**src/rtl/serial_cmd_pkg.sv**
```systemverilog
// Shared encodings for the serial command frame decoder, its encoder
// and bench: FSM states, frame field indices, error codes, framing bytes.
package serial_cmd_pkg;

    typedef enum logic [2:0] {
        S_IDLE  = 3'd0,
        S_READ  = 3'd1,
        S_LATCH = 3'd2,
        S_FLUSH = 3'd3,
        S_DONE  = 3'd4
    } state_t;

    typedef enum logic [2:0] {
        F_SOF0    = 3'd0,
        F_SOF1    = 3'd1,
        F_SPACE   = 3'd2,
        F_LEN     = 3'd3,
        F_PAYLOAD = 3'd4,
        F_CSUM    = 3'd5,
        F_EOF0    = 3'd6,
        F_EOF1    = 3'd7
    } field_t;

    localparam logic [2:0] ERR_NONE     = 3'd0;
    localparam logic [2:0] ERR_SOF      = 3'd1;
    localparam logic [2:0] ERR_SPACE    = 3'd2;
    localparam logic [2:0] ERR_LEN      = 3'd3;
    localparam logic [2:0] ERR_CSUM     = 3'd4;
    localparam logic [2:0] ERR_EOF      = 3'd5;
    localparam logic [2:0] ERR_UNDERRUN = 3'd6;

    localparam logic [7:0] DEF_SOF_BYTE   = 8'hFF;
    localparam logic [7:0] DEF_SPACE_BYTE = 8'h00;
    localparam logic [7:0] DEF_EOF_BYTE   = 8'hEE;

endpackage

```
**src/rtl/serial_cmd_field_checker.sv**
```systemverilog
// Combinational pass/fail and error code for one received frame byte,
// selected by the field the decoder is currently expecting.
module serial_cmd_field_checker
    import serial_cmd_pkg::*;
#(
    parameter int         MAX_PAYLOAD_BYTES = 16,
    parameter logic [7:0] SOF_BYTE          = DEF_SOF_BYTE,
    parameter logic [7:0] SPACE_BYTE        = DEF_SPACE_BYTE,
    parameter logic [7:0] EOF_BYTE          = DEF_EOF_BYTE
) (
    input  field_t     field,
    input  logic [7:0] data,
    input  logic [7:0] csum,
    output logic       pass,
    output logic [2:0] err_code
);

    localparam logic [7:0] MAX_LEN = 8'(MAX_PAYLOAD_BYTES);

    always_comb begin
        pass     = 1'b1;
        err_code = ERR_NONE;
        unique case (field)
            F_SOF0, F_SOF1: begin
                if (data != SOF_BYTE) begin
                    pass     = 1'b0;
                    err_code = ERR_SOF;
                end
            end
            F_SPACE: begin
                if (data != SPACE_BYTE) begin
                    pass     = 1'b0;
                    err_code = ERR_SPACE;
                end
            end
            F_LEN: begin
                if (data == 8'd0 || data > MAX_LEN) begin
                    pass     = 1'b0;
                    err_code = ERR_LEN;
                end
            end
            F_PAYLOAD: pass = 1'b1;
            F_CSUM: begin
                if (data != csum) begin
                    pass     = 1'b0;
                    err_code = ERR_CSUM;
                end
            end
            F_EOF0, F_EOF1: begin
                if (data != EOF_BYTE) begin
                    pass     = 1'b0;
                    err_code = ERR_EOF;
                end
            end
        endcase
    end

endmodule

```
**src/rtl/serial_cmd_frame_decoder.sv**
```systemverilog
// Drains one framed command from the UART byte FIFO, validates framing,
// unpacks the payload and reports through a processed/ack handshake.
module serial_cmd_frame_decoder
    import serial_cmd_pkg::*;
#(
    parameter int         DATA_WIDTH        = 8,
    parameter int         MAX_PAYLOAD_BYTES = 16,
    parameter logic [7:0] SOF_BYTE          = DEF_SOF_BYTE,
    parameter logic [7:0] SPACE_BYTE        = DEF_SPACE_BYTE,
    parameter logic [7:0] EOF_BYTE          = DEF_EOF_BYTE,
    parameter bit         CHECKSUM_EN       = 1'b0,
    parameter bit         FLUSH_ON_ERROR    = 1'b1
) (
    input  logic                           clk,
    input  logic                           rst,
    input  logic                           cmd_ready,
    input  logic                           fifo_empty,
    input  logic [DATA_WIDTH-1:0]          data,
    input  logic                           cmd_processed_received,
    output logic                           cmd_read_clk,
    output logic                           cmd_processed,
    output logic                           cmd_decode_success,
    output logic [2:0]                     cmd_error_code,
    output logic [7:0]                     cmd_payload_len,
    output logic [7:0]                     cmd_bytes_processed,
    output logic [8*MAX_PAYLOAD_BYTES-1:0] cmd_payload
);

    localparam field_t PAY_NEXT = CHECKSUM_EN ? F_CSUM : F_EOF0;

    state_t     state, state_nxt;
    field_t     field;
    logic       ready_q;
    logic       start;
    logic       flush_gap;
    logic       chk_pass;
    logic [2:0] chk_err;
    logic [7:0] csum;
    logic [7:0] pay_idx;
    logic [7:0] bytes_inc;

    assign start     = cmd_ready & ~ready_q;
    assign bytes_inc = (cmd_bytes_processed == 8'hFF) ? 8'hFF
                     : cmd_bytes_processed + 8'd1;

    serial_cmd_field_checker #(
        .MAX_PAYLOAD_BYTES(MAX_PAYLOAD_BYTES),
        .SOF_BYTE         (SOF_BYTE),
        .SPACE_BYTE       (SPACE_BYTE),
        .EOF_BYTE         (EOF_BYTE)
    ) u_chk (
        .field   (field),
        .data    (data),
        .csum    (csum),
        .pass    (chk_pass),
        .err_code(chk_err)
    );

    always_ff @(posedge clk or negedge rst) begin
        if (!rst) state <= S_IDLE;
        else      state <= state_nxt;
    end

    always_comb begin
        state_nxt    = state;
        cmd_read_clk = 1'b0;
        unique case (state)
            S_IDLE: if (start) state_nxt = S_READ;
            S_READ: begin
                if (fifo_empty) begin
                    state_nxt = S_DONE;
                end else begin
                    cmd_read_clk = 1'b1;
                    state_nxt    = S_LATCH;
                end
            end
            S_LATCH: begin
                if (!chk_pass)
                    state_nxt = FLUSH_ON_ERROR ? S_FLUSH : S_DONE;
                else if (field == F_EOF1)
                    state_nxt = S_DONE;
                else
                    state_nxt = S_READ;
            end
            S_FLUSH: begin
                if (!flush_gap) begin
                    if (fifo_empty) state_nxt = S_DONE;
                    else            cmd_read_clk = 1'b1;
                end
            end
            S_DONE: begin
                if (cmd_processed && cmd_processed_received)
                    state_nxt = S_IDLE;
            end
            default: state_nxt = S_IDLE;
        endcase
    end

    always_ff @(posedge clk or negedge rst) begin
        if (!rst) begin
            ready_q             <= 1'b0;
            field               <= F_SOF0;
            flush_gap           <= 1'b0;
            csum                <= 8'd0;
            pay_idx             <= 8'd0;
            cmd_processed       <= 1'b0;
            cmd_decode_success  <= 1'b0;
            cmd_error_code      <= ERR_NONE;
            cmd_payload_len     <= 8'd0;
            cmd_bytes_processed <= 8'd0;
            cmd_payload         <= '0;
        end else begin
            ready_q <= cmd_ready;
            if (cmd_read_clk) cmd_bytes_processed <= bytes_inc;
            unique case (state)
                S_IDLE: begin
                    if (start) begin
                        field               <= F_SOF0;
                        csum                <= 8'd0;
                        pay_idx             <= 8'd0;
                        cmd_error_code      <= ERR_NONE;
                        cmd_decode_success  <= 1'b0;
                        cmd_bytes_processed <= 8'd0;
                        cmd_payload         <= '0;
                    end
                end
                S_READ: if (fifo_empty) cmd_error_code <= ERR_UNDERRUN;
                S_LATCH: begin
                    flush_gap <= 1'b0;
                    if (!chk_pass) begin
                        cmd_error_code <= chk_err;
                    end else begin
                        unique case (field)
                            F_SOF0:  field <= F_SOF1;
                            F_SOF1:  field <= F_SPACE;
                            F_SPACE: field <= F_LEN;
                            F_LEN: begin
                                field           <= F_PAYLOAD;
                                cmd_payload_len <= data;
                                csum            <= data;
                                pay_idx         <= 8'd0;
                            end
                            F_PAYLOAD: begin
                                for (int i = 0; i < MAX_PAYLOAD_BYTES; i++)
                                    if (pay_idx == 8'(i))
                                        cmd_payload[8*i +: 8] <= data;
                                csum    <= csum ^ data;
                                pay_idx <= pay_idx + 8'd1;
                                if (pay_idx + 8'd1 == cmd_payload_len)
                                    field <= PAY_NEXT;
                            end
                            F_CSUM: field <= F_EOF0;
                            F_EOF0: field <= F_EOF1;
                            F_EOF1: cmd_decode_success <= 1'b1;
                        endcase
                    end
                end
                S_FLUSH: flush_gap <= ~flush_gap;
                S_DONE: begin
                    if (!cmd_processed) begin
                        cmd_processed <= 1'b1;
                    end else if (cmd_processed_received) begin
                        cmd_processed      <= 1'b0;
                        cmd_decode_success <= 1'b0;
                    end
                end
                default: ;
            endcase
        end
    end

endmodule

```
**config.mk**
```make
export PLATFORM = sky130hd
export DESIGN_NAME = serial_cmd_frame_decoder
export DESIGN_NICKNAME = d
export VERILOG_FILES = /design/src/rtl/serial_cmd_pkg.sv /design/src/rtl/serial_cmd_field_checker.sv /design/src/rtl/serial_cmd_frame_decoder.sv
export SDC_FILE = /design/constraint.sdc
export NUM_CORES = 1
export LEC_CHECK = 0
export ABC_CLOCK_PERIOD_IN_PS = 4600
export CORE_MARGIN = 3
export CORE_UTILIZATION = 43
export DETAILED_ROUTE_END_ITERATION = 7
export MAX_ROUTING_LAYER = met4
export PLACE_DENSITY = 0.68
export SYNTH_ARGS = -nofsm -noshare
export SYNTH_HDL_FRONTEND = slang
export SYNTH_HIERARCHICAL = 1
export SYNTH_SLANG_ARGS = --single-unit
```
**constraint.sdc**
```tcl
create_clock -name clk -period 4.6 [get_ports clk]
set_input_delay 0.69 -clock clk [delete_from_list [all_inputs] [get_ports clk]]
set_output_delay 0.69 -clock clk [all_outputs]
set_load 0.05 [all_outputs]
```
==> impl_metrics.yaml <==
pwr:
  pwr-share-comb_pct: 51.6
  powerDensity_nw_per_um2: 762.4
  design_power_total_w: 0.008317
  p_int_w: 0.004554
  seqPwrFrac_pct: 30.3
  netSwitchingFraction_pct: 45.24
  p_sw_w: 0.003763
  ir_worst_vdd_v: 0.0002991
  pwr-share-clk_pct: 18.1
  p_leak_nw: 4.886
critical_path:
  crit_cells: 9
  cp_data_arrival_time_ns: 4.19
  worst-setup-path-type: "input pin to flop"
  crit_family: "compound AO/OA/AOI/OAI gates"
  slowest_delay_ns: 0.62
  cpMaxStageDelayCell: "or4_4"
  timing.rr.start: "field[0]$_DFFE_PN0P_"
  path_max_fanout: 17
  cp-start-kind: "input pin"
  end_kind: "flop"
  worst-path-buf-inv: 1
  crit_start: "data[1]"
  cp.required_ns: 4.91
  r2r.worst_path.cells: 8
  cp_cell_sequence: "clkdlybuf4s50_1 -> or4_4 -> xor2_1 -> a31oi_2 -> nor3_2 -> nand2_1 -> a211o_2 -> a21oi_2 -> mux2_2"
grt:
  grt_util_all_layers_pct: 21.17
  grt_pass1_wl_mm: 34.82
  antenna_found_initial: 0
  grt_pass1_vias: 5969
  grt_max_degree: 114
  overflow: 0
detailed_routing:
  dr.pass1.iters: 4
  met2_length_mm: 10.27
  drcViolationCount: 0
  vias_per_cell: 5.361
  vias: 5817
  routed_wl_mm: 21.52
  wl_met3_mm: 1.071
  ant_nets: 0
  routed.top_layer: "met4"
  wl_per_cell_um: 19.83
  drt_iter0_markers: 329
  wirelength_met1_mm: 9.923
sta:
  fin_skew_ns: 0.01260
  grt_setup_unrepaired: "false"
  hold_violations: 0
  period_share_pct: 84.32
  timing.slew.headroom_pct: 17.58
  period_needed_ns: 3.879
  whs_ns: 0.4233
  drv_slew: 0
  worstMarginPinSlew_ns: 1.236
  fmax_mhz: 257.8
  fin_tns_setup_ns: 0
  setup_viol: 0
layout:
  drive_gt1_share_pct: 24.24
  post-route-cell-area_um2: 10910
  nets: 830
  final_util_pct: 57.74
  layout-area-overhead-vs-synth_pct: 30.60
  diodes: 0
hold_path:
  hp-class: "input pin to async pin"
die:
  dieWidth_um: 145.4
  top_level_ports: 163
  die_y_um: 145.4
  start_util_pct: 44.21
  rows: 50
  dieArea_um2: 21130
  core_um2: 18890
cts:
  postCtsSetupBuffers: 0
  clkSinkCount: 173
  clockBufferDepth: 2
  ctsResizeCount: 0
  cts_tree: "done"
  clk_root_buffer_cell: "clkbuf_16"
  worst_skew_pair.late_latency_ns: 0.43
  cts_hold_buf: 0
  path_clk_slew_ns: 0.07
  htreeDepth: 4
  cts_buffers: 17
synthesis:
  ys_types: 66
  synth_edf_count: 0
  synth-main-ff-cell: "dfrtp_1"
  synth_fp_nets: 665
  netlist_area_um2: 8353
  syn_avg_cell_area_um2: 12.91
  synthArstFlopShare_pct: 100.0
  yosys_warnings: 6
  yosysSeqAreaShare_pct: 51.83
  synthCells: 647
  ys_seq_elements: 173
placed_design:
  dpl.hpwl_mm: 14.88
  placed_area_um2: 10300
  gp_congestion: 0.9027
  portBuffers: 162
run:
  drv_cap: 0
run_status:
  status: "complete, no violations"
-- cells in the final DEF, fill, tap and decap left out, types with 12 or more instances in the layout --
master	n
a21oi_4	12
buf_4	20
o21ai_0	14
xor2_1	13
mux2_4	80
mux2_1	19
a21oi_1	15
clkbuf_16	17
nor2_1	16
clkdlybuf4s50_1	161
dfrtp_1	173
nand2_1	67
mux2_2	40
-- cell type report --
| class | count | area (um^2) |
|---|---|---|
| clock buffer | 18 | 429.2 |
| clock inverter | 14 | 183.9 |
| fill | 1555 | 7984 |
| inverter | 6 | 22.52 |
| multi-input combinational | 432 | 3846 |
| sequential | 173 | 4329 |
| tap | 260 | 325.3 |
| timing repair buffer | 182 | 1773 |
-- cell usage after synthesis, types with 6 or more instances --
cell / count / area share (%)
a21oi_1: 15 / 0.90
o21ai_1: 8 / 0.48
dfrtp_1: 173 / 52
nand2_1: 67 / 3.0
and2_0: 8 / 0.60
and2_1: 7 / 0.52
nor3_1: 9 / 0.54
buf_2: 6 / 0.36
xor2_1: 13 / 1.4
nand3_1: 6 / 0.36
o311a_1: 8 / 0.96
nand2b_1: 8 / 0.60
o31ai_1: 6 / 0.54
inv_1: 6 / 0.27
nor2_1: 16 / 0.72
mux2_2: 40 / 5.4
and3_1: 7 / 0.52
clkbuf_1: 26 / 1.2
a21o_1: 9 / 0.81
mux2_4: 80 / 14
a21oi_4: 12 / 2.3
o21ai_0: 14 / 0.84
mux2_1: 19 / 2.6
xnor2_1: 7 / 0.73
-- power groups by stage --
stage | Sequential (W) | Combinational (W) | Clock [W]
global route | 0.00260 | 0.00446 | 0.00160
floorplan | 0.00414 | 0.00125 | 0
finish | 0.00252 | 0.00429 | 0.00150
detailed placement | 0.00254 | 0.00431 | 0
global placement | 0.00251 | 0.00425 | 0
CTS | 0.00252 | 0.00432 | 0.00153
-- worst register-to-register path, stage by stage (launching register included) --
cell and delay (ns):
dfrtp_1 0.57, or4_1 0.60, o31ai_4 0.20, a31oi_2 0.07
nor3_2 0.30, nand2_1 0.13, a211o_2 0.61, a21oi_2 0.49
mux2_2 0.40
-- layer usage --
layer  GRT usage (%)  vias up
li1                -     2661
met1           28.53     2965
met2           33.14      174
met3           4.391       17
met4           5.271        0
met5               -        -
-- worst paths after layout --
kind	end	slack, ns
max in group asynchronous	cmd_payload[59]$_DFFE_PN0P_	3.11
min in group clk	cmd_payload[56]$_DFFE_PN0P_	0.49
worst min-delay path	cmd_payload[46]$_DFFE_PN0P_	0.42
worst max register to register	cmd_payload[6]$_DFFE_PN0P_	1.11
worst min register to register	cmd_payload[56]$_DFFE_PN0P_	0.49
worst max-delay path	cmd_payload[6]$_DFFE_PN0P_	0.72
-- stage by stage --
step / setup slack (ns) / cells
2_1_floorplan: 1.370 / 647
3_3_place_gp: 0.3626 / 1053
3_5_place_dp: 0.3037 / 1053
4_1_cts: 0.7565 / 1085
5_1_grt: 0.5820 / 1085
6_report: 0.7215 / 1085
-- flip-flops by register name (all words and copies together), names as in the netlist --
signal,count
cmd_error_code,3
cmd_payload_len,8
cmd_processed,1
flush_gap,1
ready_q,1
cmd_payload,128
csum,8
cmd_bytes_processed,8
pay_idx,8
field,3
cmd_decode_success,1
state,3
-- logic make-up after synthesis --
kind of cell,Yosys count,share of synthesized area (%)
DFF,173,51.83
xor gates and xnor gates,20,2.097
AOI/OAI and AO/OA,108,10.64
muxes,140,22.45
buffers and inverters,42,2.292
and+or+nand+nor,159,9.946
adders and majority gates,5,0.7490
Note: power is estimated with default switching activity, not from simulation.
